===== src/rtl/reduction_ctrl.sv =====
// reduction_ctrl -- control sequencer for the per-tile FP16 reduction datapath.
//
// Takes a reduction command (beat count), seeds the accumulator from its
// preset, and admits operand beats no closer together than ADD_LAT cycles.
// This spacing means the adder tree never reads a stale accumulator value.
// It strobes the accumulator capture ADD_LAT-1 cycles after each issue. Once
// the last sum has landed it holds a result handshake until it is consumed.
// Only control strobes are driven; no data passes through this block.
//
// Parameters:
//   LEN_W         width of the beat-count field
//   ADD_LAT       operand issue -> accumulator capture latency (>= 1),
//                 which is also the minimum issue spacing
//   PARALLEL_SIZE operand slices per beat (informational, sizes nothing)
//
// Ports:
//   CLK_i, RST_i              clock, synchronous active-high reset
//   cmd_valid_i/cmd_ready_o   command handshake, cmd_len_i = beat count (0 ok)
//   op_valid_i/op_ready_o     operand beat handshake ("op fire")
//   acc_load_o                accumulator <= preset value (one cycle)
//   acc_en_o                  accumulator <= adder-tree output (one cycle)
//   res_valid_o/res_ready_i   result handshake
//   busy_o                    high whenever not IDLE
//   stall_cnt_o               only with REDUCTION_CTRL_PERF_EN defined. Counts
//                             ACCUM cycles that were ready but had no operand.
//                             Saturating, and cleared by each command's LOAD.
//
// Optional feature macro: REDUCTION_CTRL_PERF_EN
module reduction_ctrl #(
    parameter int LEN_W         = 16,
    parameter int ADD_LAT       = 3,
    parameter int PARALLEL_SIZE = 3
) (
    input  logic             CLK_i,
    input  logic             RST_i,
    input  logic             cmd_valid_i,
    output logic             cmd_ready_o,
    input  logic [LEN_W-1:0] cmd_len_i,
    input  logic             op_valid_i,
    output logic             op_ready_o,
    output logic             acc_load_o,
    output logic             acc_en_o,
    output logic             res_valid_o,
    input  logic             res_ready_i,
    output logic             busy_o
`ifdef REDUCTION_CTRL_PERF_EN
    ,
    output logic [31:0]      stall_cnt_o
`endif
);

    localparam int GAP_W = (ADD_LAT > 1) ? $clog2(ADD_LAT) : 1;

    if (ADD_LAT < 1 || PARALLEL_SIZE < 1) begin : g_bad_param
        $error("reduction_ctrl: ADD_LAT and PARALLEL_SIZE must be >= 1");
    end

    typedef enum logic [2:0] {
        IDLE,
        LOAD,
        ACCUM,
        DRAIN,
        DONE
    } state_t;

    state_t             state, state_nxt;
    logic [LEN_W-1:0]   remaining;
    logic [GAP_W-1:0]   gap;
    logic               op_fire;
    logic               drain_done;

    assign op_fire = (state == ACCUM) && (gap == '0) && op_valid_i;
    assign busy_o  = (state != IDLE);

    // ------------------------------------------------------------------
    // State register and counters
    // ------------------------------------------------------------------
    always_ff @(posedge CLK_i) begin
        if (RST_i) begin
            state     <= IDLE;
            remaining <= '0;
            gap       <= '0;
        end else begin
            state <= state_nxt;

            if (state == IDLE && cmd_valid_i)
                remaining <= cmd_len_i;
            else if (op_fire && remaining != '0)
                remaining <= remaining - LEN_W'(1);

            // The gap counter enforces the issue spacing. It keeps counting
            // down outside ACCUM so that it is always zero again by DONE.
            if (op_fire)
                gap <= GAP_W'(ADD_LAT - 1);
            else if (gap != '0)
                gap <= gap - GAP_W'(1);
        end
    end

    // ------------------------------------------------------------------
    // Next state and control strobes
    // ------------------------------------------------------------------
    always_comb begin
        state_nxt   = state;
        cmd_ready_o = 1'b0;
        op_ready_o  = 1'b0;
        acc_load_o  = 1'b0;
        res_valid_o = 1'b0;
        case (state)
            IDLE: begin
                cmd_ready_o = 1'b1;
                if (cmd_valid_i)
                    state_nxt = LOAD;
            end
            LOAD: begin
                acc_load_o = 1'b1;
                state_nxt  = (remaining == '0) ? DONE : ACCUM;
            end
            ACCUM: begin
                op_ready_o = (gap == '0);
                // With ADD_LAT == 1 the last capture happens in the same
                // cycle as the last issue, so there is nothing to drain.
                if (op_fire && remaining == LEN_W'(1))
                    state_nxt = (ADD_LAT == 1) ? DONE : DRAIN;
            end
            DRAIN: begin
                if (drain_done)
                    state_nxt = DONE;
            end
            DONE: begin
                res_valid_o = 1'b1;
                if (res_ready_i)
                    state_nxt = IDLE;
            end
            default: state_nxt = IDLE;
        endcase
    end

    // ------------------------------------------------------------------
    // Issue tracking. A fire emerges as acc_en_o ADD_LAT-1 cycles later. The
    // fire itself is stage 0 and is taken combinationally, so only ADD_LAT-1
    // registered stages are needed.
    // ------------------------------------------------------------------
    if (ADD_LAT == 1) begin : g_lat1
        assign acc_en_o   = op_fire;
        assign drain_done = 1'b1;
    end else begin : g_pipe
        logic [ADD_LAT-2:0] vld_pipe;

        always_ff @(posedge CLK_i) begin
            if (RST_i) begin
                vld_pipe <= '0;
            end else begin
                vld_pipe[0] <= op_fire;
                for (int i = 1; i < ADD_LAT - 1; i++)
                    vld_pipe[i] <= vld_pipe[i-1];
            end
        end

        assign acc_en_o = vld_pipe[ADD_LAT-2];
        // Drain completes once nothing is left behind the stage that
        // is strobing now. DONE then follows right after the last acc_en_o.
        assign drain_done = ((vld_pipe << 1) == '0);
    end

`ifdef REDUCTION_CTRL_PERF_EN
    always_ff @(posedge CLK_i) begin
        if (RST_i)
            stall_cnt_o <= '0;
        else if (state == LOAD)
            stall_cnt_o <= '0;
        else if (state == ACCUM && op_ready_o && !op_valid_i && stall_cnt_o != '1)
            stall_cnt_o <= stall_cnt_o + 32'd1;
    end
`endif

endmodule


===== config.mk =====
export PLATFORM = sky130hd
export DESIGN_NAME = reduction_ctrl
export DESIGN_NICKNAME = d
export VERILOG_FILES = /design/src/rtl/reduction_ctrl.sv
export SDC_FILE = /design/constraint.sdc
export NUM_CORES = 1
export LEC_CHECK = 0
export ABC_AREA = 1
export BUFFER_PORTS_ARGS = -buffer_cell sky130_fd_sc_hd__buf_2
export CELL_PAD_IN_SITES_DETAIL_PLACEMENT = 0
export CELL_PAD_IN_SITES_GLOBAL_PLACEMENT = 1
export CORE_MARGIN = 2
export CORE_UTILIZATION = 35
export CTS_CLUSTER_SIZE = 25
export DETAILED_ROUTE_END_ITERATION = 16
export MAX_ROUTING_LAYER = met4
export PLACE_DENSITY = 0.76
export SKIP_LAST_GASP = 1
export SYNTH_ARGS = -nofsm -noshare
export SYNTH_HDL_FRONTEND = slang
export SYNTH_SLANG_ARGS = --single-unit
export TNS_END_PERCENT = 20

===== constraint.sdc =====
create_clock -name CLK_i -period 1.6 [get_ports CLK_i]
set_clock_uncertainty 0.15 [all_clocks]
set_input_delay 0.32 -clock CLK_i [delete_from_list [all_inputs] [get_ports CLK_i]]
set_output_delay 0.32 -clock CLK_i [all_outputs]
set_load 0.05 [all_outputs]

Yosys cells after proc, flatten, opt, wreduce, memory -nomap -nowiden

Cells that the tools add are included.

Output and inout bits: 6
Bits in writable memories: 0
Input port bits: 21
Word-level logic and storage cells: 46
Latch bits: 0
Bits in registers: 23
Memory bits (read-only): 0
Memories kept: 0

Divide/modulo/power cells: 0
Shift operators: 0
Reduce and logical (&&, ||, !) cells: 16
Eq/ne operators: 9
Bitwise logic cells: 0
$add $sub $neg: 2
Mux-type cells: 14
Multiply operators: 0
$lt $le $gt $ge: 0

Operator list:

| operator                                               | count |
|---|---|
| 2-to-1 mux 16 bit                                      | 2 |
| == test 16 x 1 -> 1 bit (second input constant)        | 1 |
| zero test 16 bit                                       | 1 |
| nonzero test 16 bit                                    | 1 |
| subtractor 16 x 1 -> 16 bit (second input constant)    | 1 |
| 2-to-1 mux 3 bit                                       | 5 |
| case mux 3 bit (5 select lines)                        | 1 |
| == test 3 x 2 -> 1 bit (second input constant)         | 2 |
| inequality test 2 bit (second input constant)          | 3 |
| nonzero test 2 bit                                     | 3 |
| logical AND 1 bit                                      | 5 |
| zero test 2 bit                                        | 2 |
| 2-to-1 mux 1 bit                                       | 4 |
| 2-to-1 mux 2 bit                                       | 2 |
| AND reduction 4 bit                                    | 1 |
| == test 3 x 1 -> 1 bit (second input constant)         | 1 |
| == test 3 bit (second input constant)                  | 1 |
| zero test 3 bit                                        | 1 |
| nonzero test 3 bit                                     | 1 |
| inequality test 2 x 1 -> 1 bit (second input constant) | 1 |
| OR reduction 2 bit                                     | 1 |
| subtractor 2 x 1 -> 2 bit (second input constant)      | 1 |

Logic depth before layout (Yosys ltp)

Gate-level depths: netlist of the first run.

Depth in word-level cells: 6
Depth in mapped cells: 12

Worst setup path after synthesis of the first run

No wires, ideal clock.

Path kind: flip-flop to flip-flop
From: reg state[2]
To: reg state[1]
Slack: -0.692 ns
Period minus slack after synthesis: 2.292 ns
Path buffers: 0
Library setup time: 0.129 ns
Data arrival time: 2.013 ns
Stages on the path, launching flop included: 8
Cell sequence: dfxtp_1 > inv_1 > nor3_1 > nand2_1 > o21ai_0 > inv_1 > a21oi_1 > nor2_1

Longest elaborated chain between the ends: 6
Elaborated cells on any way between the ends: 14
Classes of those cells: eq/ne (8); mux (1); reduce/logical (5)

RTL lines:

| element                                  | RTL line | source |
|---|---|---|
| from (decl)                              | 66       | `state_t state, state_nxt;` |
| from (signal assigned)                   | 84       | `state <= state_nxt;` |
| == test 3 x 2 -> 1 bit                   | 72, 109  |  |
| logical AND 1 bit (2 in a row)           | 72       | `assign op_fire = (state == ACCUM) && (gap == '0) && op_valid_i;` |
| logical AND 1 bit                        | 123      | `if (op_fire && remaining == LEN_W'(1))` |
| inequality test 2 x 1 -> 1 bit (no line) | -        |  |
| AND reduction 4 bit (no line)            | -        |  |

Parallel ways exist; a longest one is shown, timed or not.
A chain may end at the register's enable or synchronous reset.

Final worst setup path of the first run

From: reg state[0]
To: out busy_o

Longest elaborated chain between the ends: 1

RTL lines:

| element            | RTL line | source |
|---|---|---|
| nonzero test 3 bit | 73       | `assign busy_o = (state != IDLE);` |
| to (decl)          | 45       | `output logic busy_o` |

Every way passes these cells.

==> results.md, run 1 <==
Worst setup path:
- The required time of the critical path is 1.13 ns.
- The peak per-stage delay on the critical path is 0.35 ns.
- The worst register-to-register path has a setup slack of -0.05 ns.
- Data arrives at the worst endpoint at 1.24 ns.
- Along the worst path, the maximum fanout reaches 3.
- Tracing the worst setup path back leads to its startpoint at state[0].
- The start of the worst register-to-register path is state[0].
- The critical path is of the flop to output port type.
- The signal on the critical path passes through nor2_4 -> buf_12 -> nand2_8 -> buf_2.
- The slowest stage of the critical path belongs to the cell dfxtp_2.
- The kind of capture point of the worst setup path is an output port.
- STA classifies the critical path startpoint as a flop.

Floorplanning:
- The die covers 5035 um2.
- The floorplan has 24 rows.
- For this configuration, the core starts out at a cell density of 36.28%.
- The horizontal die dimension is 70.96 um.
- The chip height is 70.96 um.
- The count of pins on the block boundary is 27.
- The core region is 4324 um2.

Synth:
- Synthesis inferred 23 register bits.
- In this run the mean area of a mapped cell was 6.648 um2.
- The fraction of synthesized cell area taken by the top area cell type is 29.35%.
- Of the total synthesized cell area, the portion taken by full adders, half adders and majority gates is 2.392%.
- The parity-gate share of the synthesized area counting xor and xnor cells is 2.791%.
- By area the synthesized netlist is led by dfxtp_1 (29%), nand2_1 (13%), nor2_1 (7.2%), nand3_1 (6.7%), inv_1 (6.2%).
- The number of nets in the synthesized netlist is 260.
- The basic-gate share of the synthesized area counting and, or, nand and nor cells is 39.31%.
- After synthesis, flip-flops and latches occupy 29.35% of the total area.
- The post-synthesis compound-gate area fraction is 13.64%.
- The yosys synthesis warning count is 0.
- The multiplexer share of the synthesized area is 1.914%.
- The synthesized instance count is 236.
- The number of distinct library cells after synthesis is 31.
- The cell taking the most area after synthesis is dfxtp_1.
- The combinational family with the most area after synthesis is simple AND/OR/NAND/NOR gates.
- The synthesized netlist occupies a cell area of 1569 um2.

Timing:
- Setup repair after global routing could not meet its margin everywhere.
- The transition time at the pin with the least slew margin is 0.3028 ns.
- The number of max-slew violations in the final report is 0.
- The final worst-path setup slack is -0.1109 ns.
- In this run the tightest slew margin relative to its limit is 79.74%.
- The final critical path takes up 106.9% of the cycle.
- Timing would allow up to 584.5 MHz.
- The number of hold violations in the final report was 0.
- For the finished layout, the period the worst path requires is 1.711 ns.
- The final count of negative-setup-slack endpoints is 10.

Pwr:
- The standby leakage power is 1.083 nW.
- Summed over all nets, the switching power comes to 2.376 mW.
- The part of the power in registers is 19.3%.
- Net switching is 48.16% of the power.
- Cell internal power was estimated by the tool at 2.558 mW.
- In this run, the combinational gates consume 73.0% of the power.
- The peak supply drop is 0.7730 mV.
- The power per cell area is 2238 nW/um2.
- The relative contribution of the clock network to total power is 7.8%.

Cells and area:
- In the layout the commonest cells are nand2_1 (53), buf_4 (36), nor2_1 (27).
- The signed area change from the synthesized netlist to the final layout is 40.51%.
- The share of final-layout standard cells stronger than drive strength 1 is 35.45%.
- In the final design database the tool counted 324 nets.
- The repair_antennas step left the layout with diodes totalling 0.
- The count of fill cells added during filler insertion is 451.
- The final instance area is 2205 um2.
- The count of cells in the finished layout, fillers not included, comes to 351.
- Leaving out fill and tap cells, the most frequent cell in the layout is nand2_1.

Global route:
- The first global-routing pass estimated 6893 um of wire.
- The maximum number of pins on one net before global-route repair is 19.
- The number of antenna violations at the first check in global routing is 0.
- Global routing consumed, over all layers together, 17.31% of the routing resources.
- The overall overflow remaining after global route is 0.
- The number of global-route vias before repair was 1585.

Clock network:
- The number of buffers between clock root and the deepest sink is 2.
- Clock-pin slew was measured on the worst setup and hold paths at 0.09 ns.
- CTS built an H-tree with a depth of 1.
- TritonCTS created 3 clock buffers.
- The clock latency on the worst-skew pair is 0.27 ns.
- Hold repair after CTS inserted 0 buffers.
- The number of clock sinks is 23.
- The CTS tree is done.
- The master cell of the clock root buffer is clkbuf_8.

Status:
- The flow ran to the end, but the final reports show violations.
- The checks that failed: setup timing.

Placement:
- Counting tap cells, the placed design contains a total of 345 instances.
- During placement, the flow inserted port buffers numbering 26.
- The final weighted congestion in routability-driven placement is 0.7391.
- The worst slack after detailed placement is -0.1108 ns.
- The placed instances occupy a cell area of 2048 um2.
- The placed wire-length estimate is 2987 um.

Detailed routing:
- The total detailed-routing wirelength is 3917 um.
- The DRC violations left is 0.
- In this run, the number of DRC markers left after iteration 0 of detailed routing was 91.
- The antenna violation net count after detailed routing is 0.
- The final route contains 1652 vias.
- Using the TritonRoute via totals, the vias-per-cell ratio works out to 4.707.
- In the final routed layout, each cell accounts on average for 11.16 um.
- For this run, the detailed router's first-pass iteration total came to 4.

Worst hold path:
- The start point of the worst min-delay path is cmd_len_i[15].
- The type of the tightest min-delay check is input port to flop.

Flow run:
- The tool flagged a number of max-cap violations equal to 0.
[cell usage after synthesis, drive strengths merged]
library cell and count:
nand4 4, mux2i 3, nor4 1, nand3 22, xor2 2, o21ai 19, or2 1, clkbuf 2
o211ai 1, buf 4, inv 30, xnor2 3, dfxtp 23, nand2 61, nor3 1, ha 3
nand3b 1, nor2 38, a21oi 17
[final timing paths]
kind	end	depth (start not counted)
worst max-delay path	busy_o	4
worst min-delay path	remaining[15]	3
worst max register to register	remaining[2]	10
worst min register to register	g_pipe.vld_pipe[1]	2
[metal layers]
metal	vias to the layer above	global-route usage, %	routed length (um)
met5	-	-	0
met4	0	2.516	29
met3	5	3.561	178
met2	32	29.39	1852
met1	729	21.77	1856
li1	886	-	-
[worst max-delay path: cells and delay by family (launching register included)]
| family | cells | cell delay [ns] |
|---|---|---|
| buffers and inverters | 2 | 0.36 |
| DFF | 1 | 0.35 |
| and+or+nand+nor | 2 | 0.26 |
[stage by stage]
stage / util [%] / TNS [ns] / hold WS [ns] / total power [mW]
6_report: 50.98 / -0.4832 / 0.1516 / 4.934
5_1_grt: 50.98 / -2.453 / 0.1613 / 5.398
4_1_cts: 49.97 / -0.8165 / 0.1518 / 4.873
3_5_place_dp: 47.37 / -0.6984 / 0.2817 / 4.295
3_3_place_gp: 47.37 / -0.1229 / 0.2771 / 4.273
2_1_floorplan: - / -0.002910 / 0.2531 / 3.214
[sequential cells by signal, indices dropped and copies added (netlist names)]
name             cells
remaining           16
gap                  2
g_pipe.vld_pipe      2
state                3
[timing repair]
action	4_1_cts	5_1_grt
resized for setup	22	9
pin swaps	2	1
buffers inserted	1	1
endpoints found under the setup margin	16	24
endpoints found under the hold margin	0	0
[cell families (layout without fill, tap and decap cells)]
kind of cell | Yosys count | count (layout)
XOR/XNOR | 5 | 5
AO/OA/AOI/OAI | 37 | 37
flip-flops | 23 | 23
buffers and inverters | 36 | 99
adder cells (fa/ha/maj) | 3 | 3
AND/OR/NAND/NOR | 129 | 129
multiplexers | 3 | 3
[power by group through the flow]
stage | sequential, mW | clock (mW) | combinational, mW
global route | 0.973 | 0.418 | 4.01
global placement | 0.945 | 0 | 3.33
floorplan | 0.977 | 0 | 2.24
CTS | 0.941 | 0.399 | 3.53
detailed placement | 0.947 | 0 | 3.35
finish | 0.950 | 0.384 | 3.60
[area by class of cell]
cell class / count / area [um2] / share of cell area, %
clock buffers: 3 / 41.29 / 1.873
well taps: 52 / 65.06 / 2.951
multi-input cells: 177 / 1005 / 45.57
flip-flops and latches: 23 / 462.9 / 21.00
clock inverters: 1 / 5.005 / 0.2270
inverters: 30 / 145.1 / 6.583
repair buffers: 65 / 480.5 / 21.79
Power figures use the tool's default switching activity.
==> run 2, diff against run 1 <==
--- a/config.mk
+++ b/config.mk
@@ -6,15 +6,16 @@
 export NUM_CORES = 1
 export LEC_CHECK = 0
-export ABC_AREA = 1
+export ABC_AREA = 0
 export BUFFER_PORTS_ARGS = -buffer_cell sky130_fd_sc_hd__buf_2
 export CELL_PAD_IN_SITES_DETAIL_PLACEMENT = 0
 export CELL_PAD_IN_SITES_GLOBAL_PLACEMENT = 1
 export CORE_MARGIN = 2
-export CORE_UTILIZATION = 35
+export CORE_UTILIZATION = 36
 export CTS_CLUSTER_SIZE = 25
 export DETAILED_ROUTE_END_ITERATION = 16
 export MAX_ROUTING_LAYER = met4
-export PLACE_DENSITY = 0.76
+export PLACE_DENSITY = 0.75
 export SKIP_LAST_GASP = 1
+export SLEW_MARGIN = 0
 export SYNTH_ARGS = -nofsm -noshare
 export SYNTH_HDL_FRONTEND = slang
--- a/constraint.sdc
+++ b/constraint.sdc
@@ -3,3 +3,3 @@
 set_input_delay 0.32 -clock CLK_i [delete_from_list [all_inputs] [get_ports CLK_i]]
 set_output_delay 0.32 -clock CLK_i [all_outputs]
-set_load 0.05 [all_outputs]
+set_load 0.01 [all_outputs]
==> run 2 against run 1 <==
  * The run still ends with setup timing left
  * First-iteration DRC count decreased by 2.2%
  * Final cell count decreased by 21%
  * Sequential share of layout area increased by 1.6 points
  * Clock power decreased by 3%
  * Critical endpoint is now remaining[12]
  * Largest cell class unchanged
==> results.md, run 2 <==
Clock network:
- The number of buffers created by CTS is 3 (unchanged).
- The clock latency on the worst-skew pair is 0.27 ns (about the same).
- The H-tree depth is 1 (unchanged).
- The number of buffers between clock root and the deepest sink is 2 (unchanged).
- The quantity of hold-fixing buffers added after cts is 0 (unchanged).
- The number of clock sinks came to 23 (unchanged).
- The master cell of the clock root buffer is clkbuf_8 (unchanged).
- The CTS tree is done (unchanged).
- The clock-pin slew of the registers on the worst-case setup and hold paths was 0.09 ns (about the same).

Floorplanning:
- The effective utilization at floorplan is 37.78% (was 36.28%).
- The number of placement rows was 22 (was 24).
- The horizontal die dimension was 66.45 um (was 70.96 um).
- The chip height is 66.45 um (was 70.96 um).
- The count of pins on the block boundary came to 27 (unchanged).
- The total die area is 4415 um2 (was 5035 um2).
- The floorplan core area is 3716 um2 (was 4324 um2).

Pwr:
- The peak supply drop was 0.3885 mV (was 0.7730 mV).
- The combinational share of power came to 48.3% (was 73.0%).
- The part of the power in registers is 33.8% (was 19.3%).
- The overall power of the completed layout is 2.085 mW (was 4.934 mW).
- The share of total power consumed by net switching is 36.48% (was 48.16%).
- The internal power of the cells was 1.325 mW (was 2.558 mW).
- The relative contribution of the clock network to total power is 17.9% (was 7.8%).
- The switching power is 760.8 uW (was 2.376 mW).
- The power per cell area came to 1010 nW/um2 (was 2238 nW/um2).
- The standby leakage power was 0.8203 nW (was 1.083 nW).

Detailed routing:
- The antenna violation net count after detailed routing was 0 (unchanged).
- The count of routing violations after the opening detailed-route iteration is 89 (was 91).
- The wire length per cell came to 14.43 um (was 11.16 um).
- The mean number of vias per cell is 5.322 (was 4.707).
- The total vias in the final route is 1469 (was 1652).
- The DRC violations left is 0 (unchanged).
- The number of iterations in the first detailed-routing pass is 4 (unchanged).
- The total detailed-routing wirelength is 3984 um (was 3917 um).

Synth:
- The proportion of register bits with asynchronous set or reset after synthesis is 0% (unchanged).
- The sequential-to-total area share from yosys stat was 32.80% (was 29.35%).
- The yosys synthesis warning count is 0 (unchanged).
- The post-synthesis compound-gate area fraction is 19.61% (was 13.64%).
- The post-synth design cell area is 1404 um2 (was 1569 um2).
- The parity-gate share of the synthesized area counting xor and xnor cells is 6.239% (was 2.791%).
- The multiplexer share of the synthesized area is 0% (was 1.914%).
- The combinational family with the most area after synthesis is simple AND/OR/NAND/NOR gates (unchanged).
- The synthesized instance count is 162 (was 236).
- Commonest cells in the synthesized netlist: dfxtp_1 (23), nor2_1 (19), a211oi_1 (14) (was nand2_1 (55), nor2_1 (30), inv_1 (26)).
- The synthesized area per cell is 8.666 um2 (was 6.648 um2).
- The count of flip-flops with a built-in enable after synthesis came to 0 (unchanged).
- The leading cell type by number of instances after synthesis is dfxtp_1 (was nand2_1).
- The basic-gate share of the synthesized area counting and, or, nand and nor cells is 34.85% (was 39.31%).
- The most instantiated flip-flop cell in the synthesis netlist was dfxtp_1 (unchanged).
- The fraction of synthesized cell area taken by the top area cell type was 32.80% (was 29.35%).
- The number of nets in the synthesized netlist is 186 (was 260).
- The cell taking the most area after synthesis is dfxtp_1 (unchanged).
- The number of distinct library cells after synthesis is 50 (was 31).
- Largest cells by area after synthesis: dfxtp_1 (33%), a211oi_1 (7.5%), nor2_1 (5.1%), xnor2_1 (3.1%), xor2_1 (3.1%) (was dfxtp_1 (29%), nand2_1 (13%), nor2_1 (7.2%), nand3_1 (6.7%), inv_1 (6.2%)).
- The total of flip-flops plus latches after synthesis is 23 (unchanged).
- The adder and majority cell fraction of the synthesized area is 2.674% (was 2.392%).

Timing:
- The final worst-path setup slack is -0.2837 ns (was -0.1109 ns).
- The maximum clock rate is 530.9 MHz (was 584.5 MHz).
- The transition time at the pin with the least slew margin is 0.5407 ns (was 0.3028 ns).
- The relative slew slack came to 63.95% (was 79.74%).
- Setup repair after global routing missed its margin: true (unchanged).
- The final clock period utilization by the worst path is 117.7% (was 106.9%).
- The minimum clock period was 1.884 ns (was 1.711 ns).
- The final count of negative-setup-slack endpoints is 23 (was 10).
- The hold slack came to 0.1609 ns (was 0.1516 ns).
- The number of hold violations in the final report is 0 (unchanged).
- The total negative slack came to -5.138 ns (was -0.4832 ns).
- The number of max-slew violations in the final report came to 0 (unchanged).

Global route:
- The number of antenna violations at the first check in global routing is 0 (unchanged).
- The maximum number of pins on one net before global-route repair is 24 (was 19).
- The overall overflow remaining after global route is 0 (unchanged).
- The global-route wire length before repair is 6858 um (was 6893 um).
- The global-route total usage across every layer was 20.53% (was 17.31%).
- The number of global-route vias before repair is 1498 (was 1585).

Worst setup path:
- The type of the worst setup path is flop to flop (was flop to output port).
- The required time of the critical path is 1.65 ns (was 1.13 ns).
- The sum of buffers and inverters on the critical path is 0 (was 2).
- The peak per-stage delay on the critical path was 0.40 ns (was 0.35 ns).
- The maximum net fanout on the critical path came to 5 (was 3).
- The kind of cell adding the most delay to the critical path is simple AND/OR/NAND/NOR gates (was buffers and inverters).
- Cell-by-cell listing of the critical path: or3_4 -> and4bb_4 -> nand3_4 -> o31a_1 -> a211oi_2 (was nor2_4 -> buf_12 -> nand2_8 -> buf_2).
- The slowest cell on the critical path is or3_4 (was dfxtp_2).
- The kind of capture point of the worst setup path is a flop (was output port).
- The critical path startpoint category is a flop (unchanged).
- The critical path arrival is 1.93 ns (was 1.24 ns).

Cells and area:
- The final non-filler cell total was 276 (was 351).
- The final instance area came to 2066 um2 (was 2205 um2).
- The flip-flop count of the largest register, all copies and words added came to 16 (unchanged).
- The count of fill cells added during filler insertion is 363 (was 451).
- Commonest cells after routing, fill and taps aside: buf_4 (42), buf_2 (26), nor2_1 (19) (was nand2_1 (53), buf_4 (36), nor2_1 (27)).
- Largest registers: remaining: 16 flops, state: 3 flops (unchanged).
- The final net count is 253 (was 324).
- The register with the most flip-flops is remaining (unchanged).
- The multi-input combinational cell area is 1022 um2 (was 1005 um2).
- The combined flip-flop and latch cell area is 466.7 um2 (was 462.9 um2).
- The post-layout utilization of the core is 55.59% (was 50.98%).
- The share of final-layout standard cells stronger than drive strength 1 was 48.68% (was 35.45%).
- The number of antenna cells inserted is 0 (unchanged).
- The most common cell after layout, fill and taps aside was buf_4 (was nand2_1).
- The signed area change from the synthesized netlist to the final layout is 47.15% (was 40.51%).

Placement:
- The count of buffers from port buffering is 26 (unchanged).
- The total placed cells including tap cells is 269 (was 345).
- The placed wire-length estimate is 3008 um (was 2987 um).
- The worst slack after detailed placement came to -0.3563 ns (was -0.1108 ns).
- The final weighted congestion in routability-driven placement is 0.8669 (was 0.7391).
- The post-place instance area was 1901 um2 (was 2048 um2).

Status:
- Violations in the final reports: setup timing (unchanged).
- Outcome: complete, but fails checks (unchanged).

Worst hold path:
- The type of the tightest min-delay check is input port to flop (unchanged).

Flow run:
- The count of maximum capacitance violations is 0 (unchanged).
[run 2: final cells by class]
| cell class | instances | share of cell area, % |
|---|---|---|
| multi-input combinational | 128 | 49.49 |
| clock buffer | 4 | 2.180 |
| inverter | 4 | 0.7268 |
| timing repair buffer | 69 | 22.11 |
| sequential | 23 | 22.59 |
| tap | 48 | 2.907 |
[run 2: final timing paths]
check,startpoint,end,slack [ns],cells past startpoint
min reg2reg,g_pipe.vld_pipe[0],g_pipe.vld_pipe[1],0.34,1
max reg2reg,remaining[4],remaining[12],-0.28,5
min,cmd_len_i[14],remaining[14],0.16,3
max,remaining[4],remaining[12],-0.28,5
[run 2: worst register-to-register path, delay by kind of cell (launching register included)]
family,cells,cell delay [ns]
simple gates,3,0.90
compound gates,2,0.46
flops,1,0.32
[run 2: cells by family (layout without fill, tap and decap cells)]
group	Yosys count	after routing
AOI/OAI and AO/OA	36	36
and+or+nand+nor	79	79
buffers and inverters	11	77
xor gates and xnor gates	10	10
DFF	23	23
adders and majority gates	3	3
[run 2: metal layers]
metal  GRT usage [%]  share of wire, %  up-vias
met5               -                 0        -
met4           4.847              0.33        0
met3           3.748               5.0        2
met2           31.50                44       43
met1           28.00                51      683
li1                -                 -      741
[run 2: what timing repair did]
action / 4_1_cts / 5_1_grt
setup buffers: 3 / 0
cloned: 0 / 0
pin swaps: 15 / 8
gates resized for setup: 14 / 8
setup endpoints to repair: 23 / 24
[run 2: power groups by stage]
stage               clock (mW)  sequential [mW]  combinational [mW]
finish                   0.374            0.704                1.01
CTS                      0.385            0.704               0.975
detailed placement           0            0.713               0.892
global route             0.415            0.712                1.10
global placement             0            0.709               0.868
floorplan                    0            0.731               0.505
==> run 3, diff against run 2 <==
Settings changed: BUFFER_PORTS_ARGS -buffer_cell sky130_fd_sc_hd__buf_2 to unset, CAP_MARGIN set to 20, CORE_UTILIZATION 36 to 42, DONT_BUFFER_PORTS set to 1.
==> run 3 against run 2 <==
  * The run ends with hold timing, setup timing left
  * Sequential power up 0.6%
  * Worst hold slack worse by 0.25 ns
  * Combinational power shrank 11%
  * Clock-buffer cell count unchanged
  * Highest routed layer unchanged
==> results.md, run 3 (synthesis gave the netlist of run 2 again) <==
Worst setup path:
- The maximum net fanout on the critical path is 5 (unchanged).
- The start of the worst register-to-register path is remaining[1] (was remaining[4]).
- The reg2reg setup slack is -0.33 ns (was -0.28 ns).
- The depth of the worst register-to-register path was 7 (was 5).
- The type of the worst setup path is flop to flop (unchanged).
- The kind of capture point of the worst setup path is a flop (unchanged).
- The critical path startpoint category was a flop (unchanged).
- The required time of the critical path is 1.69 ns (was 1.65 ns).
- The capturing point of the worst reg2reg path was state[2] (was remaining[12]).
- The critical path arrival is 2.02 ns (was 1.93 ns).

Clock network:
- The master cell of the clock root buffer is clkbuf_4 (was clkbuf_8).
- The CTS tree is done (unchanged).
- The clock-pin slew of the registers on the worst-case setup and hold paths is 0.12 ns (was 0.09 ns).
- The number of buffers created by CTS is 3 (unchanged).
- The number of buffers between clock root and the deepest sink is 2 (unchanged).
- The clock latency on the worst-skew pair is 0.30 ns (was 0.27 ns).
- The number of clock sinks came to 23 (unchanged).
- The quantity of hold-fixing buffers added after cts is 2 (was 0).
- The H-tree depth is 1 (unchanged).

Timing:
- The number of max-slew violations in the final report is 0 (unchanged).
- The final clock period utilization by the worst path is 120.4% (was 117.7%).
- Setup repair after global routing missed its margin: true (unchanged).
- The final count of negative-setup-slack endpoints is 24 (was 23).
- The final worst-path setup slack is -0.3260 ns (was -0.2837 ns).
- The transition time at the pin with the least slew margin is 0.3725 ns (was 0.5407 ns).
- The hold slack came to -0.09219 ns (was 0.1609 ns).
- The maximum clock rate is 519.2 MHz (was 530.9 MHz).
- The number of hold violations in the final report is 21 (was 0).
- The minimum clock period came to 1.926 ns (was 1.884 ns).
- The relative slew slack is 75.06% (was 63.95%).

Floorplanning:
- The horizontal die dimension is 61.82 um (was 66.45 um).
- The total die area came to 3821 um2 (was 4415 um2).
- The chip height is 61.82 um (was 66.45 um).
- The number of placement rows was 20 (was 22).
- The effective utilization at floorplan is 44.88% (was 37.78%).
- The floorplan core area came to 3128 um2 (was 3716 um2).
- The count of pins on the block boundary is 27 (unchanged).

Global route:
- The overall overflow remaining after global route is 0 (unchanged).
- The number of antenna violations at the first check in global routing is 0 (unchanged).
- The global-route wire length before repair came to 5975 um (was 6858 um).
- The maximum number of pins on one net before global-route repair was 24 (unchanged).
- The number of global-route vias before repair is 1321 (was 1498).
- The global-route total usage across every layer is 21.99% (was 20.53%).

Detailed routing:
- The total vias in the final route was 1400 (was 1469).
- The DRC violations left is 0 (unchanged).
- The wire length per cell is 14.74 um (was 14.43 um).
- The count of routing violations after the opening detailed-route iteration is 77 (was 89).
- The mean number of vias per cell is 5.600 (was 5.322).
- The total detailed-routing wirelength was 3686 um (was 3984 um).
- The antenna violation net count after detailed routing is 0 (unchanged).
- The number of iterations in the first detailed-routing pass came to 4 (unchanged).

Cells and area:
- Commonest cells after routing, fill and taps aside: buf_4 (43), nor2_1 (19), dfxtp_1 (19) (was buf_4 (42), buf_2 (26), nor2_1 (19)).
- The register with the most flip-flops was remaining (unchanged).
- The number of antenna cells inserted is 0 (unchanged).
- The share of final-layout standard cells stronger than drive strength 1 is 38.35% (was 48.68%).
- The signed area change from the synthesized netlist to the final layout was 35.56% (was 47.15%).
- The most common cell after layout, fill and taps aside is buf_4 (unchanged).
- The final net count is 231 (was 253).
- The count of fill cells added during filler insertion is 288 (was 363).
- The final non-filler cell total was 250 (was 276).
- Largest registers: remaining: 16 flops, state: 3 flops (unchanged).
- The post-layout utilization of the core is 60.84% (was 55.59%).
- The flip-flop count of the largest register, all copies and words added is 16 (unchanged).

Pwr:
- The power per cell area was 983.5 nW/um2 (was 1010 nW/um2).
- The peak supply drop is 0.4253 mV (was 0.3885 mV).
- The standby leakage power is 0.7291 nW (was 0.8203 nW).

Placement:
- The total placed cells including tap cells is 240 (was 269).
- The final weighted congestion in routability-driven placement is 0.9200 (was 0.8669).
- The placed wire-length estimate is 2819 um (was 3008 um).
- The worst slack after detailed placement is -0.3873 ns (was -0.3563 ns).
- The count of buffers from port buffering was 0 (was 26).

Status:
- Outcome: complete, but fails checks (unchanged).
- Violations in the final reports: hold timing, setup timing (was setup timing).

Worst hold path:
- The type of the tightest min-delay check is input port to flop (unchanged).
- The start point of the worst min-delay path is RST_i (was cmd_len_i[14]).
- The number of cells on the worst hold path is 1 (was 3).
- The capture endpoint of the worst hold path is remaining[1] (was remaining[14]).

Flow run:
- The count of maximum capacitance violations was 0 (unchanged).
run 3: cell types whose count changed in the layout (fill, tap and decap cells not counted), sizes merged:
cell / before / now
buf: 69 / 45
dlygate4sd3: 0 / 2
run 3: power by group:
| part | switching [mW] | leakage (nW) | internal [mW] | total [mW] |
|---|---|---|---|---|
| Clock | 0.166 | 0.0150 | 0.0971 | 0.263 |
| Combinational | 0.444 | 0.523 | 0.456 | 0.900 |
| Sequential | 0.0624 | 0.191 | 0.646 | 0.708 |
run 3: how the worst max path moves through the flow:
stage                             start  slack, ns  depth (start not counted)             to
after floorplan                state[0]      -0.23                          5  remaining[12]
after global placement     remaining[1]      -0.34                          7   remaining[9]
after detailed placement   remaining[1]      -0.39                          7   remaining[9]
after CTS                  remaining[1]      -0.33                          7   remaining[9]
after global routing      remaining[11]      -0.42                          5  remaining[15]
final                      remaining[1]      -0.33                          7       state[2]
run 3: stage by stage:
| stage | area, um2 | TNS [ns] | hold WS (ns) | total power, mW |
|---|---|---|---|---|
| final | 1903 | -6.182 | -0.09219 | 1.872 |
| after global routing | 1903 | -8.084 | -0.1280 | 2.001 |
| after CTS | 1882 | -5.764 | -0.1064 | 1.868 |
| after detailed placement | 1773 | -5.770 | 0.2368 | 1.551 |
| after global placement | 1773 | -4.848 | 0.2347 | 1.528 |
| after floorplan | 1449 | -3.094 | 0.2389 | 1.235 |
run 3: final cells by class:
cell class | instances | area (um2) | share of cell area (%)
multi-input combinational | 128 | 973.4 | 51.15
sequential | 23 | 467.9 | 24.59
timing repair buffer | 47 | 365.4 | 19.20
tap | 44 | 55.05 | 2.893
clock buffer | 4 | 26.28 | 1.381
inverter | 4 | 15.01 | 0.7890
run 3: layer usage:
layer | part of all wire, % | vias to the layer above | routed length [um] | global-route usage [%]
met5 | 0 | - | 0 | -
met2 | 53 | 23 | 1956 | 38.95
li1 | - | 701 | - | -
met4 | 1.2 | 0 | 46 | 6.991
met3 | 2.3 | 4 | 85 | 2.484
met1 | 43 | 672 | 1597 | 25.89
run 3: critical path: stages (launching register included):
cell,delay (ns)
dfxtp_4,0.38
inv_2,0.07
ha_4,0.11
nor4b_4,0.32
nand2_1,0.10
nor3_1,0.35
o2111ai_1,0.18
a21oi_1,0.18
run 3: repair_timing:
action / CTS / global route
endpoints found under the hold margin: 23 / 21
pin swaps: 8 / 4
setup buffers: 3 / 1
gates resized for setup: 11 / 3
endpoints found under the setup margin: 24 / 24
